**src/rtl/full_adder_pkg.sv**
```systemverilog
// Shared constants, result payload type and overflow equation for the full_adder datapath cell.
package full_adder_pkg;

    localparam int unsigned FA_MAX_WIDTH = 64;

    // Widest possible add result; narrower instances use the low sum bits.
    typedef struct packed {
        logic                    carry;
        logic [FA_MAX_WIDTH-1:0] sum;
    } fa_result_t;

    // Signed overflow: carry out of the MSB disagrees with carry into it.
    function automatic logic fa_overflow(input logic carry_out, input logic carry_msb_in);
        return carry_out ^ carry_msb_in;
    endfunction

endpackage

```
**src/rtl/fa_bit.sv**
```systemverilog
// Single-bit combinational full adder cell used to build the ripple chain.
module fa_bit (
    input  logic a,
    input  logic b,
    input  logic cin,
    output logic sum,
    output logic cout
);

    assign sum  = a ^ b ^ cin;
    assign cout = (a & b) | (a & cin) | (b & cin);

endmodule

```
**src/rtl/full_adder.sv**
```systemverilog
// Registered ripple-carry add-with-carry; result appears one clock after a valid sample.
// Optional signed overflow output is built when FULL_ADDER_OVERFLOW_EN is defined.
module full_adder
    import full_adder_pkg::*;
#(
    parameter int unsigned WIDTH = 1
) (
    input  logic             clk,
    input  logic             rst,
    input  logic [WIDTH-1:0] a,
    input  logic [WIDTH-1:0] b,
    input  logic             cin,
    input  logic             in_valid,
    output logic [WIDTH-1:0] sum,
    output logic             cout,
    output logic             out_valid
`ifdef FULL_ADDER_OVERFLOW_EN
    ,
    output logic             overflow
`endif
);

    if (WIDTH < 1 || WIDTH > FA_MAX_WIDTH) begin : g_width_check
        $error("full_adder: WIDTH %0d outside 1..%0d", WIDTH, FA_MAX_WIDTH);
    end

    logic [WIDTH-1:0] sum_c;
    logic             cout_c;

    // Each stage keeps its own carry so the chain has no self-referencing vector.
    for (genvar i = 0; i < WIDTH; i++) begin : g_bit
        logic ci;
        logic co;
        if (i == 0) begin : g_first
            assign ci = cin;
        end else begin : g_rest
            assign ci = g_bit[i-1].co;
        end
        fa_bit u_fa (
            .a    (a[i]),
            .b    (b[i]),
            .cin  (ci),
            .sum  (sum_c[i]),
            .cout (co)
        );
    end

    assign cout_c = g_bit[WIDTH-1].co;

`ifdef FULL_ADDER_OVERFLOW_EN
    logic carry_msb_in_c;
    logic overflow_c;

    if (WIDTH == 1) begin : g_msb_w1
        assign carry_msb_in_c = cin;
    end else begin : g_msb_wn
        assign carry_msb_in_c = g_bit[WIDTH-2].co;
    end

    assign overflow_c = fa_overflow(cout_c, carry_msb_in_c);
`endif

    // Result register: loads only on valid input, so idle operands never disturb held values.
    always_ff @(posedge clk) begin
        if (rst) begin
            sum       <= '0;
            cout      <= 1'b0;
            out_valid <= 1'b0;
`ifdef FULL_ADDER_OVERFLOW_EN
            overflow  <= 1'b0;
`endif
        end else begin
            out_valid <= in_valid;
            if (in_valid) begin
                sum      <= sum_c;
                cout     <= cout_c;
`ifdef FULL_ADDER_OVERFLOW_EN
                overflow <= overflow_c;
`endif
            end
        end
    end

endmodule

```
**config.mk**
```make
export PLATFORM = sky130hd
export DESIGN_NAME = full_adder
export DESIGN_NICKNAME = d
export VERILOG_FILES = /design/src/rtl/full_adder_pkg.sv /design/src/rtl/fa_bit.sv /design/src/rtl/full_adder.sv
export SDC_FILE = /design/constraint.sdc
export NUM_CORES = 1
export LEC_CHECK = 0
export BUFFER_PORTS_ARGS = -buffer_cell sky130_fd_sc_hd__buf_2
export CAP_MARGIN = 10
export CORE_AREA = 3 3 40 42
export DETAILED_ROUTE_END_ITERATION = 6
export DIE_AREA = 0 0 43 45
export PLACE_DENSITY = 0.35
export SYNTH_ARGS = -nofsm -noshare
export SYNTH_HDL_FRONTEND = slang
export SYNTH_SLANG_ARGS = --single-unit
```
**constraint.sdc**
```tcl
create_clock -name clk -period 1.2 [get_ports clk]
set_input_delay 0.12 -clock clk [delete_from_list [all_inputs] [get_ports clk]]
set_output_delay 0.12 -clock clk [all_outputs]
set_load 0.01 [all_outputs]
```
==> reports/summary.json <==
{
  "run_status": "completed",
  "fraction_of_synthesized_cell_area_taken_by_the_top_area_cell_type_pct": 52.7,
  "required_ns": 1.08,
  "cts.root.buffer_cell": "sky130_fd_sc_hd__clkbuf_4",
  "initial_core_util_pct": 8.86,
  "nNetsFinal": 29,
  "tritoncts": "done",
  "finalMaxSlewViolations": 0,
  "worst-path-buf-inv": 1,
  "synth.top_cells.by_count": "sky130_fd_sc_hd__dfxtp_1 (3), sky130_fd_sc_hd__mux2i_1 (2), sky130_fd_sc_hd__nor2_1 (2), sky130_fd_sc_hd__fa_1 (1), sky130_fd_sc_hd__nor2b_1 (1)",
  "final_antenna_net_count": 0,
  "internal_power_uw": 251,
  "clkSinkCount": 3,
  "grt.total_usage_pct": 4.00,
  "timing.critical_path.slowest_stage_cell": "sky130_fd_sc_hd__dfxtp_1",
  "hold_path_end": "sum$_SDFFE_PP0P_",
  "htree_levels": 1,
  "io_buffers": 8,
  "routabilityCongestion": 0.617,
  "synthFlopType": "sky130_fd_sc_hd__dfxtp_1",
  "synth_area_per_cell_um2": 12.7,
  "rsz0062_at_grt": "false",
  "ys_warn_count": 0,
  "first_global_vias": 122,
  "endpoint_kind": "primary output",
  "postSynthNetCount": 16,
  "post_synth_instance_area_um2": 114,
  "cts.repair.resized": 0,
  "detail_route.drc_violations": 0,
  "via_count": 108,
  "combinational_share_of_power_pct": 11.0,
  "die_x_um": 43,
  "sequential_power_share_pct": 33.6,
  "slew-limit-headroom_pct": 91.8,
  "worst_path_dominant_cell_family": "flip-flops",
  "max_stage_delay_ns": 0.31,
  "timing.clock.skew_ns": 0,
  "cts.clk_slew.worst_paths_ns": 0.04,
  "critPathLaunchType": "register",
  "insertion_delay_ns": 0.23,
  "min_delay_path_depth": 2,
  "grt_antenna_before_repair": 0,
  "cts-buffers-inserted": 3,
  "synth_edf_count": 0,
  "synth_seq_area_share_pct": 52.7,
  "drt-wirelength-per-cell_um": 8.39,
  "timing.critical_path.fanout_max": 2,
  "timing_worst_slew_pin_value_ns": 0.120,
  "cts_post_setup_buffers_inserted": 0,
  "critical_path.cell_chain": "buf_2",
  "criticalPathCategory": "reg2out",
  "post_synth_main_area_contributors": "sky130_fd_sc_hd__dfxtp_1 (53%), sky130_fd_sc_hd__fa_1 (18%), sky130_fd_sc_hd__mux2i_1 (18%)",
  "net-switching-power_uw": 76.7,
  "final.setup.tns_ns": 0,
  "wire_length_of_the_first_global_routing_pass_um": 496,
  "placeableCoreArea_mm2": 0.00128,
  "leakage_power_total_uw": 0.0000993,
  "pwr_density_cell_mw_per_mm2": 1650,
  "asyncSetResetFlopFracSynth_pct": 0,
  "fmax_mhz": 1250,
  "timing.rr.end": "sum$_SDFFE_PP0P_",
  "numPlacedInstances": 32,
  "cp.arrival_ns": 0.68,
  "ys_ff_latch": 3,
  "grt_start_max_net_pins": 4,
  "distinct_cell_type_count_of_the_synthesized_netlist": 5,
  "setup.reg_to_reg.worst_slack_ns": 0.63,
  "die_height_um": 45,
  "antenna-diode-count": 0,
  "netlist_instances": 9,
  "report.power.total_uw": 328,
  "ff2ff_path_depth": 2,
  "finalCriticalPeriod_ns": 0.800,
  "die_area_mm2": 0.00194,
  "routed_via_density": 3.00,
  "holdCritStartpoint": "rst",
  "layout-drive-gt1-share_pct": 52.4,
  "r2r_start": "sum$_SDFFE_PP0P_",
  "power_switching_share_pct": 23.4,
  "clkPwrFrac_pct": 55.3,
  "ir_worst_vdd_mv": 0.359,
  "cap_violations": 0,
  "synthMostInstantiatedCell": "sky130_fd_sc_hd__dfxtp_1",
  "grt_overflow_total": 0,
  "areaGrowthSynthToFinish_pct": 74.7,
  "clockBufferDepth": 2,
  "io-pin-count": 9,
  "synth_area_leader_cell": "sky130_fd_sc_hd__dfxtp_1",
  "timing.final.crit_share_pct": 66.6,
  "cts-hold-fix-buffers": 0,
  "final-hold-violation-count": 0,
  "layout.core_utilization_pct": 15.5,
  "total_number_of_placement_rows": 13,
  "drtPass1Iterations": 1,
  "layoutNonFillerInstCount": 36,
  "wirelength_um": 302,
  "finalSetupViolations": 0,
  "initial_detailed_routing_violation_count": 0,
  "min-delay-path-class": "in2reg"
}
power groups by stage:
stage               logic [uW]  registers [uW]  clock network, uW
floorplan                 12.1             116                  0
global placement          36.4             112                  0
detailed placement        37.2             112                  0
CTS                       37.3             111                191
global route              40.9             112                200
finish                    36.2             110                181
cell type report:
cell class	count	area, um2
Tap cell	15	18.8
Sequential cell	3	60.1
Multi-Input combinational cell	6	53.8
Timing Repair Buffer	8	40.0
Fill cell	156	1090
Clock buffer	4	26.3
stage by stage:
step,hold WS [ns],cell area [um2],setup slack (ns)
global route,0.0925,199,0.327
detailed placement,0.328,173,0.195
finish,0.0865,199,0.400
floorplan,0.192,114,0.345
CTS,0.0799,199,0.384
global placement,0.323,173,0.211
how the worst max path moves through the flow:
stage	cells past startpoint	startpoint	to	slack, ns
after floorplan	3	a	sum$_SDFFE_PP0P_	0.34
after global placement	4	a	sum$_SDFFE_PP0P_	0.21
after detailed placement	4	a	sum$_SDFFE_PP0P_	0.19
after CTS	1	sum$_SDFFE_PP0P_	sum	0.38
after global routing	1	cout$_SDFFE_PP0P_	cout	0.33
final	1	cout$_SDFFE_PP0P_	cout	0.40
worst reg2reg max path, stage by stage, from the launching register on:
cell	delay (ns)
sky130_fd_sc_hd__dfxtp_1	0.30
sky130_fd_sc_hd__mux2i_1	0.12
sky130_fd_sc_hd__nor2_1	0.05
layer usage:
| layer | track usage, % | up-vias | wire length [um] |
|---|---|---|---|
| met5 | 0 | - | 0 |
| met4 | 1.81 | 0 | 0 |
| met3 | 5.18 | 0 | 57 |
| met2 | 4.79 | 8 | 114 |
| met1 | 3.86 | 47 | 130 |
| li1 | - | 53 | - |
logic make-up (layout without fill, tap and decap cells):
group                    Yosys count  count (layout)  share of synthesized area [%]
adder cells (fa/ha/maj)            1               1                           17.6
buffers and inverters              0              12                              0
flip-flops                         3               3                           52.7
multiplexers                       2               2                           17.6
AND/OR/NAND/NOR                    3               3                           12.1
cell usage in the layout (no fill, tap or decap):
cell,instances
sky130_fd_sc_hd__buf_2,8
sky130_fd_sc_hd__clkbuf_1,1
sky130_fd_sc_hd__clkbuf_4,3
sky130_fd_sc_hd__dfxtp_1,3
sky130_fd_sc_hd__fa_1,1
sky130_fd_sc_hd__mux2i_1,2
sky130_fd_sc_hd__nor2_1,2
sky130_fd_sc_hd__nor2b_1,1
flip-flops by register name, indices dropped and copies added, names as in the netlist:
register and flops:
cout 1, out_valid 1, sum 1
(Power assumes the default switching activity.)
